$ cat src/rtl/mem_port_arbiter_pkg.sv
// mem_port_arbiter_pkg
//   Shared types and widths for the fetch/data memory port arbiter.
//   Contents: bus widths, arbiter state and owner encodings, the latched
//   access record, and the starvation counter update rule.
package mem_port_arbiter_pkg;

   localparam int unsigned ADDR_W   = 32;
   localparam int unsigned DATA_W   = 32;
   localparam int unsigned SEL_W    = 4;
   localparam int unsigned WAIT_W   = 4;   // WAIT_STATES range 0..15
   localparam int unsigned STARVE_W = 8;

   typedef enum logic [1:0] {
      ARB_IDLE,
      ARB_ACCESS,
      ARB_RESP
   } arb_state_e;

   typedef enum logic {
      ARB_OWNER_IF,
      ARB_OWNER_D
   } arb_owner_e;

   // Everything captured from the winning port in its grant cycle.
   typedef struct packed {
      arb_owner_e          owner;
      logic                we;
      logic [SEL_W-1:0]    sel;
      logic [ADDR_W-1:0]   addr;
      logic [DATA_W-1:0]   wdata;
   } arb_req_t;

   // Counts data grants taken while a fetch was left waiting; saturates.
   // Any grant that does not leave a fetch waiting clears it.
   function automatic logic [STARVE_W-1:0] starve_next(
      input logic [STARVE_W-1:0] cnt,
      input logic                if_req,
      input logic                if_gnt,
      input logic                d_gnt
   );
      if (d_gnt && if_req) begin
         return (cnt == '1) ? cnt : cnt + STARVE_W'(1);
      end
      if (if_gnt || d_gnt) begin
         return '0;
      end
      return cnt;
   endfunction

endpackage

$ cat src/rtl/mem_port_arbiter.sv
// mem_port_arbiter
//   Shares one single-port instruction/data memory between the core's fetch
//   port and data port. Arbitrates, runs a wait-stated access, routes read
//   data back to the winner and requests a pipeline stall while a port waits.
// Ports
//   clk, rst (async, active-low)
//   Fetch:  if_req_i, if_addr_i -> if_gnt_o, if_rvalid_o, if_rdata_o
//   Data:   d_req_i, d_we_i, d_sel_i, d_addr_i, d_wdata_i
//           -> d_gnt_o, d_rvalid_o, d_rdata_o (0 for writes)
//   Memory: mem_ce_o, mem_we_o, mem_sel_o, mem_addr_o, mem_wdata_o,
//           mem_rdata_i (combinational from mem_addr_o)
//   stallreq_o: pipeline stall request
module mem_port_arbiter
   import mem_port_arbiter_pkg::*;
#(
   parameter int unsigned WAIT_STATES  = 1,
   parameter int unsigned STARVE_LIMIT = 4
) (
   input  logic              clk,
   input  logic              rst,
   input  logic              if_req_i,
   input  logic [ADDR_W-1:0] if_addr_i,
   output logic              if_gnt_o,
   output logic              if_rvalid_o,
   output logic [DATA_W-1:0] if_rdata_o,
   input  logic              d_req_i,
   input  logic              d_we_i,
   input  logic [SEL_W-1:0]  d_sel_i,
   input  logic [ADDR_W-1:0] d_addr_i,
   input  logic [DATA_W-1:0] d_wdata_i,
   output logic              d_gnt_o,
   output logic              d_rvalid_o,
   output logic [DATA_W-1:0] d_rdata_o,
   output logic              mem_ce_o,
   output logic              mem_we_o,
   output logic [SEL_W-1:0]  mem_sel_o,
   output logic [ADDR_W-1:0] mem_addr_o,
   output logic [DATA_W-1:0] mem_wdata_o,
   input  logic [DATA_W-1:0] mem_rdata_i,
   output logic              stallreq_o
);

   arb_state_e          state;
   arb_owner_e          owner;
   logic [WAIT_W-1:0]   wait_cnt;
   logic [STARVE_W-1:0] starve_cnt;

   logic     grant_ok;
   logic     force_if;
   logic     d_win;
   logic     if_win;
   arb_req_t next_req;

   // Grants are only issued while the memory is not busy. The data port wins
   // unless the fetch port has been passed over STARVE_LIMIT times in a row.
   always_comb begin
      grant_ok = (state != ARB_ACCESS);
      force_if = if_req_i && (STARVE_LIMIT != 0) &&
                 (starve_cnt == STARVE_W'(STARVE_LIMIT));
      d_win    = d_req_i && !force_if;
      if_win   = if_req_i && !d_win;
      if_gnt_o = grant_ok && if_win;
      d_gnt_o  = grant_ok && d_win;
      stallreq_o = (if_req_i && !if_gnt_o) || (d_req_i && !d_gnt_o) ||
                   (state == ARB_ACCESS);
   end

   // Payload of whichever port wins this cycle; a fetch is a full-word read.
   always_comb begin
      next_req = '0;
      if (d_win) begin
         next_req.owner = ARB_OWNER_D;
         next_req.we    = d_we_i;
         next_req.sel   = d_sel_i;
         next_req.addr  = d_addr_i;
         next_req.wdata = d_wdata_i;
      end else begin
         next_req.owner = ARB_OWNER_IF;
         next_req.we    = 1'b0;
         next_req.sel   = '1;
         next_req.addr  = if_addr_i;
         next_req.wdata = '0;
      end
   end

   // The mem_* output registers double as the latched access record: loaded
   // on the grant, held through ACCESS, and zeroed on entry to RESP after the
   // read data has been captured from them.
   always_ff @(posedge clk or negedge rst) begin
      if (!rst) begin
         state       <= ARB_IDLE;
         owner       <= ARB_OWNER_IF;
         wait_cnt    <= '0;
         starve_cnt  <= '0;
         mem_ce_o    <= 1'b0;
         mem_we_o    <= 1'b0;
         mem_sel_o   <= '0;
         mem_addr_o  <= '0;
         mem_wdata_o <= '0;
         if_rvalid_o <= 1'b0;
         if_rdata_o  <= '0;
         d_rvalid_o  <= 1'b0;
         d_rdata_o   <= '0;
      end else begin
         if_rvalid_o <= 1'b0;
         d_rvalid_o  <= 1'b0;
         starve_cnt  <= starve_next(starve_cnt, if_req_i, if_gnt_o, d_gnt_o);

         unique case (state)
            ARB_IDLE, ARB_RESP: begin
               if (if_gnt_o || d_gnt_o) begin
                  state       <= ARB_ACCESS;
                  wait_cnt    <= '0;
                  owner       <= next_req.owner;
                  mem_ce_o    <= 1'b1;
                  mem_we_o    <= next_req.we;
                  mem_sel_o   <= next_req.sel;
                  mem_addr_o  <= next_req.addr;
                  mem_wdata_o <= next_req.wdata;
               end else begin
                  state <= ARB_IDLE;
               end
            end

            ARB_ACCESS: begin
               if (wait_cnt == WAIT_W'(WAIT_STATES)) begin
                  state       <= ARB_RESP;
                  mem_ce_o    <= 1'b0;
                  mem_we_o    <= 1'b0;
                  mem_sel_o   <= '0;
                  mem_addr_o  <= '0;
                  mem_wdata_o <= '0;
                  if (owner == ARB_OWNER_D) begin
                     d_rvalid_o <= 1'b1;
                     d_rdata_o  <= mem_we_o ? '0 : mem_rdata_i;
                  end else begin
                     if_rvalid_o <= 1'b1;
                     if_rdata_o  <= mem_rdata_i;
                  end
               end else begin
                  wait_cnt <= wait_cnt + WAIT_W'(1);
               end
            end

            default: state <= ARB_IDLE;
         endcase
      end
   end

endmodule
$ cat config.mk
export PLATFORM = sky130hd
export DESIGN_NAME = mem_port_arbiter
export DESIGN_NICKNAME = d
export VERILOG_FILES = /design/src/rtl/mem_port_arbiter_pkg.sv /design/src/rtl/mem_port_arbiter.sv
export SDC_FILE = /design/constraint.sdc
export NUM_CORES = 1
export LEC_CHECK = 0
export BUFFER_PORTS_ARGS = -buffer_cell sky130_fd_sc_hd__buf_2
export CELL_PAD_IN_SITES_DETAIL_PLACEMENT = 2
export CELL_PAD_IN_SITES_GLOBAL_PLACEMENT = 2
export CORE_MARGIN = 3
export CORE_UTILIZATION = 27
export DETAILED_ROUTE_END_ITERATION = 6
export GPL_TIMING_DRIVEN = 0
export PLACE_DENSITY = 0.84
export SETUP_SLACK_MARGIN = 0.02
export SLEW_MARGIN = 20
export SYNTH_ARGS = -nofsm -noshare
export SYNTH_HDL_FRONTEND = slang
export SYNTH_SLANG_ARGS = --single-unit
export TNS_END_PERCENT = 30
$ cat constraint.sdc
create_clock -name clk -period 2.4 [get_ports clk]
set_clock_uncertainty 0.15 [all_clocks]
set_input_delay 0.36 -clock clk [delete_from_list [all_inputs] [get_ports clk]]
set_output_delay 0.36 -clock clk [all_outputs]
set_load 0.03 [all_outputs]
==> summary.md, run 1 <==
| Metric | Value |
|---|---|
| Fin worst setup slack | -149 ps |
| Max-slew headroom at the worst pin | 0.586 |
| DIE HEIGHT | 159 um |
| Root buffer cell | clkbuf_16 |
| Pins Over Slew Limit | 0 |
| Initial core utilization | 0.277 |
| Via-to-Cell Ratio | around 4.7 |
| Synthesized area | about 0.0063 sq mm |
| P_sw | ~6400 uW |
| Worst skew pair latency | roughly 400 ps |
| Final Hold Vio Count | 0 |
| RSZ-0062 raised after global routing | yes |
| First DRT Iteration DRCs | between 200 and 250 |
| Number of global-route vias before repair | 6103 |
| Post-synthesis cell type count | 42 |
| Number of nets in the final layout | roughly 960 |
| Synth Area per Inst | between 10 and 15 sq um |
| Crit. End Element | primary output |
| Global routing usage on met3 | 0.0432 |
| Mapped Cells | a little under 500 |
| Largest net degree at the start of global routing | between 70 and 80 |
| Final antenna-violating net count | 0 |
| Data required time of the critical path | between 1500 and 2000 ps |
| M1 GR Usage | 0.210 |
| Layout area overhead | 45.9% |
| Synth area leaders | dfrtp_1 60%, mux2_2 11%, a221o_1 4.9%, a22o_1 4.6%, nor2b_1 3.3% |
| CP Buf/Inv Count | 2 |
| Total Routing Usage GR | 0.176 |
| Peak VDD IR | 0.000641 V |
| HP Class | in -> reg |
| Reg power frac | 0.308 |
| Global route overflow | 0 |
| Die width | about 160 um |
| Routed WL | between 20000 and 25000 um |
| Comb pwr share | 0.500 |
| Pwr Density | around 1600 mW/mm^2 |
| Fill cells | around 2400 |
| Share of flip-flops with an asynchronous set or reset | 1.00 |
| CP max stage delay | between 400 and 500 ps |
| Core Area | 0.0228 sq mm |
| Synth Register Bits | about 150 |
| Worst-margin pin slew | just over 600 ps |
| Synthesized net count | 630 |
| CP max-delay cell | or4bb_4 |
| Switching share of power | 0.448 |
| Clk pwr share | 0.191 |
| CP cell instances | inv_2 > ha_4 > or4bb_4 > o21ai_4 > and3_4 > buf_6 |
| MaxCap Viol Count | 0 |
| Crit path DAT | just over 2000 ps |
| Routed vias | about 5400 |
| M2 GR Usage | 0.319 |
| First-pass GRT wire length | 35500 um |
| Max clock buf depth | 2 |
| DRC viols | 0 |
| Post-synth EDFFs | 0 |
| Share of post-route cells with drive strength above 1 | 0.521 |
| Detailed-router iteration count before antenna repair | 4 |
| CTS tree | done |
| Syn. warnings | 0 |
| P_leak | around 0.0046 uW |
| Predominant post-synthesis flop cell | dfrtp_1 |
| Die ar. | 0.0253 sq mm |
| Clock transition at the registers of the reported paths | 70 ps |
| Synth area leader | dfrtp_1 |
| Cell depth of the worst flop-to-flop path | 8 |
| H-Tree Depth | 4 |
| Top delay family on crit path | simple AND/OR/NAND/NOR gates |
| Port bufs | 273 |
| Synth top area share | 0.598 |
| Number of stages on the worst setup path | 6 |
| Sequential fraction of the synthesis area | 0.598 |
| Placed cell count | between 1000 and 1500 |
| DR WL/cell | between 20 and 25 um |
| Cell Rows | 55 |
| Hold Crit Depth | 2 |
| CTS sink count | 151 |
| I/O Pins | 276 |
| DP HPWL | approximately 16000 um |
| Violated checks | negative setup slack |
| # setup viols final | 45 |
| Final Non-Filler Cells | about 1100 |
| Internal Power | 7900 uW |
| Crit Path Class | reg -> out |
| CP max FO | 3 |
| Placer congestion estimate | between 0.7 and 0.8 |
| Num CTS Buffers | 17 |
| GR peak layer | met2 |
| Period utilisation layout | 1.06 |
| Total power draw | between 10000 and 15000 uW |
| Initial antenna violation count | 3 |
| Max Freq | 392 MHz |
| CP Launch Type | flop |
| Outcome | complete, but fails checks |
| Tmin final | approximately 2500 ps |
-- logic make-up after synthesis --
kind of cell               after synthesis  share of synthesized area
AOI/OAI and AO/OA                      102                      0.132
adders and majority gates                4                    0.00792
buffers and inverters                   44                     0.0344
and+or+nand+nor                        123                      0.113
muxes                                   65                      0.116
DFF                                    151                      0.598
-- repair_timing --
action	4_1_cts	5_1_grt
hold buffers	18	1
cloned	0	2
endpoints found under the setup margin	133	118
hold endpoints to repair	90	1
resized for setup	39	22
setup buffers	9	4
pin swaps	3	10
-- through the flow --
step	setup TNS, ps	area [sq um]	hold WS, ps	setup WS (ps)	utilization
2_1_floorplan	0	6320	-85.6	138	-
3_3_place_gp	-268520	8080	297	-1580	0.354
3_5_place_dp	-35790	8120	225	-611	0.355
4_1_cts	-456	9070	0.734	-152	0.397
5_1_grt	-6670	9220	4.13	-239	0.404
6_report	-2330	9220	24.3	-149	0.404
-- final timing paths --
path | from | to | slack (ps)
min reg2reg | mem_sel_o[1] | mem_sel_o[1] | 330
max | starve_cnt[1] | if_gnt_o | -150
min | if_addr_i[18] | mem_addr_o[18] | 20
max in group asynchronous | rst | d_rdata_o[30] | 970
max reg2reg | starve_cnt[1] | mem_addr_o[1] | -100
min in group asynchronous | rst | mem_addr_o[18] | 330
-- cell type report --
| class | instances | area (sq um) | share of cell area |
|---|---|---|---|
| antenna | 3 | 7.51 | 0.000814 |
| buffer | 33 | 255 | 0.0277 |
| clock buffer | 18 | 429 | 0.0465 |
| clock inverter | 14 | 164 | 0.0178 |
| inverter | 10 | 37.5 | 0.00407 |
| multi-input combinational | 294 | 2400 | 0.260 |
| sequential | 151 | 3780 | 0.410 |
| tap | 313 | 392 | 0.0425 |
| timing repair buffer | 308 | 1760 | 0.191 |
-- per-layer routing --
layer	routed length [um]	up-vias
met3	1180	16
met1	9480	2750
met5	0	-
li1	-	2434
met2	12100	181
met4	230	0
-- cell usage after synthesis, types with 2 or more instances --
master / instances
nor2b_1: 33
o31ai_1: 4
buf_2: 12
and3b_1: 2
ha_1: 4
nor2_1: 10
nand3_1: 10
and3_1: 2
nor3_1: 3
or3b_2: 2
a21oi_1: 8
and2_1: 31
buf_4: 2
o21ai_0: 12
dfrtp_1: 151
clkbuf_1: 13
a31oi_1: 4
mux2_2: 64
nand4_1: 2
a22o_1: 33
and4_1: 2
o211ai_1: 3
buf_6: 4
nand2_1: 19
buf_1: 3
inv_1: 10
a221o_1: 31
-- flip-flops by register name (all words and copies together) (netlist names), 2 cells and up --
name and cells:
if_rdata_o 32, wait_cnt 4, mem_wdata_o 32, mem_addr_o 32, d_rdata_o 32, state 2, starve_cnt 8, mem_sel_o 4
-- cell usage in the layout, fill, tap and decap left out, drive strengths merged, types with 4 or more instances in the layout --
| master | instances |
|---|---|
| o31ai | 4 |
| a31oi | 4 |
| a22o | 33 |
| a21oi | 8 |
| a221o | 31 |
| and2 | 31 |
| clkbuf | 33 |
| ha | 4 |
| buf | 307 |
| nand3 | 10 |
| o21ai | 13 |
| mux2 | 64 |
| dlygate4sd3 | 19 |
| nor2 | 10 |
| nor2b | 33 |
| dfrtp | 151 |
| nand2 | 19 |
| inv | 17 |
-- power by group through the flow --
stage / Clock [uW] / Sequential, uW / Combinational [uW]
floorplan: 0 / 6530 / 2330
global placement: 0 / 4350 / 6600
detailed placement: 0 / 4430 / 6810
CTS: 2830 / 4410 / 7080
global route: 2940 / 4580 / 7630
finish: 2740 / 4410 / 7160
(Power assumes the default switching activity.)
==> run 2: changes to the inputs <==
==> constraint.sdc (replaced) <==
create_clock -name clk -period 2.4 [get_ports clk]
set_clock_uncertainty 0.15 [all_clocks]
set_input_delay 0.24 -clock clk [delete_from_list [all_inputs] [get_ports clk]]
set_output_delay 0.24 -clock clk [all_outputs]
set_load 0.03 [all_outputs]
==> run 2 against run 1 <==
  * Highest routed layer unchanged
  * Largest cell class unchanged
  * Count of clock-buffer cells in the layout unchanged
  * Hold slack improved by 14 ps
  * Non-clock buffer count increased by 107
  * Critical path depth increased by 1
  * Sequential power is 3% higher
  * Register-to-register slack worse by 40 ps
  * The run still ends with negative setup slack left
  * Maximum frequency rose by 0.52%
  * Flip-flop and latch count unchanged
  * Clock power is 1% higher
  * Wire length is 26% higher
  * Combinational power up 4.1%
  * Critical path type is now reg -> reg
==> summary.md, run 2 (synthesis results as in run 1) <==
| Metric | Value |
|---|---|
| CP max-delay cell | or4bb_4 |
| Clk pwr share | 0.188 (-0.003) |
| Comb pwr share | 0.505 (+0.005) |
| Total power draw | 14800 uW (+3.1%) |
| DR WL/cell | 23.2 um (+15%) |
| CP cell instances | buf_2 > or4bb_4 > or2_4 > and3b_1 > buf_6 > buf_6 > a221o_1 |
| Crit Path Class | reg -> reg |
| Peak VDD IR | 0.000698 V (+8.8%) |
| GR peak layer | met2 |
| Crit path DAT | 2670 ps (+630 ps) |
| First DRT Iteration DRCs | 214 (+0.47%) |
| Largest net degree at the start of global routing | 79 (unchanged) |
| Detailed-router iteration count before antenna repair | 4 (unchanged) |
| CTS sink count | 151 (unchanged) |
| Die width | 159 um (unchanged) |
| Fill cells | 2361 (-3.0%) |
| Initial core utilization | 0.277 (unchanged) |
| Die ar. | 0.0253 sq mm (unchanged) |
| Global routing usage on met3 | 0.0536 (+0.0104) |
| Outcome | complete, but fails checks |
| CP max FO | 10 (+7) |
| Worst-margin pin slew | 649 ps (+27.8 ps) |
| Cell Rows | 55 (unchanged) |
| Final instance area | 0.0102 sq mm (+11%) |
| Tmin final | 2540 ps (-13.3 ps) |
| CP Launch Type | flop |
| Placer congestion estimate | 0.770 (unchanged) |
| Multi-input logic area | 0.00239 sq mm (-0.42%) |
| Core Area | 0.0228 sq mm (unchanged) |
| Port bufs | 273 (unchanged) |
| Total Routing Usage GR | 0.225 (+0.0487) |
| Period utilisation layout | 1.06 (-0.00555) |
| Clock transition at the registers of the reported paths | 70 ps (about the same) |
| Global route overflow | 0 (unchanged) |
| Routed WL | 29000 um (+26%) |
| Dpl ws | -611 ps (unchanged) |
| Routed vias | 6004 (+12%) |
| RSZ-0062 raised after global routing | yes |
| First-pass GRT wire length | 44400 um (+25%) |
| Root buffer cell | clkbuf_16 |
| Data required time of the critical path | 2530 ps (+640 ps) |
| Sequential cell area | 0.00378 sq mm (unchanged) |
| HP Class | in -> reg |
| M1 GR Usage | 0.242 (+0.0321) |
| Max clock buf depth | 2 (unchanged) |
| CP max stage delay | 570 ps (+80 ps) |
| P_sw | 6830 uW (+6.7%) |
| Layout area overhead | 61.8% |
| Internal Power | 7920 uW (+0.28%) |
| # setup viols final | 57 (+27%) |
| Most used cell along the critical path | buf_6 |
| Share of post-route cells with drive strength above 1 | 0.452 (-0.0681) |
| P_leak | 0.00501 uW (+9.2%) |
| Area after DPL | 0.00812 sq mm (unchanged) |
| Max Freq | 394 MHz (+0.52%) |
| Max-slew headroom at the worst pin | 0.567 (-0.0185) |
| Pwr Density | 1440 mW/mm^2 (-7.0%) |
| DP HPWL | 16500 um (unchanged) |
| Setup TNS | -2520 ps (-187 ps) |
| Reg power frac | 0.307 (about the same) |
| Via-to-Cell Ratio | 4.79 (+1.8%) |
| I/O Pins | 276 (unchanged) |
| Num CTS Buffers | 17 (unchanged) |
| Initial antenna violation count | 6 (+3) |
| CTS tree | done |
| H-Tree Depth | 4 (unchanged) |
| Final antenna-violating net count | 0 (unchanged) |
| Most frequent cells in the layout | 272 x buf_2, 149 x dfrtp_1, 132 x dlygate4sd3_1 |
| Number of nets in the final layout | 1063 (+11%) |
| Worst skew pair latency | 420 ps (about the same) |
| Number of global-route vias before repair | 7302 (+20%) |
| DRC viols | 0 (unchanged) |
| M2 GR Usage | 0.423 (+0.104) |
| Pins Over Slew Limit | 0 (unchanged) |
| Final Hold Vio Count | 0 (unchanged) |
| Switching share of power | 0.463 (+0.0153) |
| Violated checks | negative setup slack |
| MaxCap Viol Count | 0 (unchanged) |
| Fin worst setup slack | -136 ps (+13.3 ps) |
| DIE HEIGHT | 159 um (unchanged) |
| Crit. End Element | flop |
| Most common cell after layout, fill and taps aside | buf_2 |
## run 2: cell types whose count changed in the layout (fill, tap and decap cells not counted), moves of 2 or more
cell | previous run | this run
and3b_1 | 0 | 2
diode_2 | 3 | 6
buf_6 | 9 | 7
clkbuf_16 | 19 | 17
clkbuf_4 | 1 | 4
buf_4 | 21 | 18
and3b_2 | 2 | 0
buf_12 | 2 | 0
dlygate4sd3_1 | 19 | 132
## run 2: final timing paths
path,start,end,slack (ps),cells after the start
worst min register to register,mem_sel_o[3],mem_sel_o[3],330,2
worst min-delay path,d_addr_i[24],mem_addr_o[24],40,3
worst max-delay path,starve_cnt[5],mem_addr_o[13],-140,7
min in group asynchronous,rst,mem_addr_o[28],220,2
max in group asynchronous,rst,if_rdata_o[27],1070,3
worst max register to register,starve_cnt[5],mem_addr_o[13],-140,7
## run 2: area by class of cell
class	instances	area share
Antenna cell	6	0.00147
Buffer	34	0.0219
Clock buffer	18	0.0420
Clock inverter	14	0.0160
Inverter	10	0.00367
Multi-Input combinational cell	294	0.233
Sequential cell	151	0.370
Tap cell	313	0.0383
Timing Repair Buffer	414	0.274
## run 2: repair_timing
item / 4_1_cts / 5_1_grt
gates resized for setup: 34 / 16
gates cloned: 0 / 0
pin swaps: 3 / 5
hold endpoints to repair: 173 / 0
endpoints found under the setup margin: 133 / 120
setup buffers: 8 / 0
hold buffers: 132 / 0
## run 2: worst max-delay path, delay by kind of cell (launching register included)
family                 cells  cell delay, ps
AND/OR/NAND/NOR            3            1020
buffers and inverters      3             500
flip-flops                 1             380
AO/OA/AOI/OAI              1             350
## run 2: per-stage QoR
| step | hold slack (ps) | cells | util |
|---|---|---|---|
| 2_1_floorplan | -206 | 489 | - |
| 3_3_place_gp | 297 | 1075 | 0.354 |
| 3_5_place_dp | 105 | 1076 | 0.355 |
| 4_1_cts | 4.74 | 1248 | 0.446 |
| 5_1_grt | 78.1 | 1254 | 0.448 |
| 6_report | 37.8 | 1254 | 0.448 |
## run 2: power by group through the flow
stage | registers [uW] | clock network (uW) | logic [uW]
after floorplan | 6530 | 0 | 2330
after global placement | 4350 | 0 | 6600
after detailed placement | 4430 | 0 | 6810
after CTS | 4410 | 2830 | 7200
after global routing | 4670 | 2960 | 7880
final | 4530 | 2780 | 7450
## run 2: metal layers
metal  share of wire  vias to the layer above
li1                -                     2642
met1            0.38                     3097
met2            0.55                      209
met3           0.041                       56
met4           0.031                        0
met5               0                        -
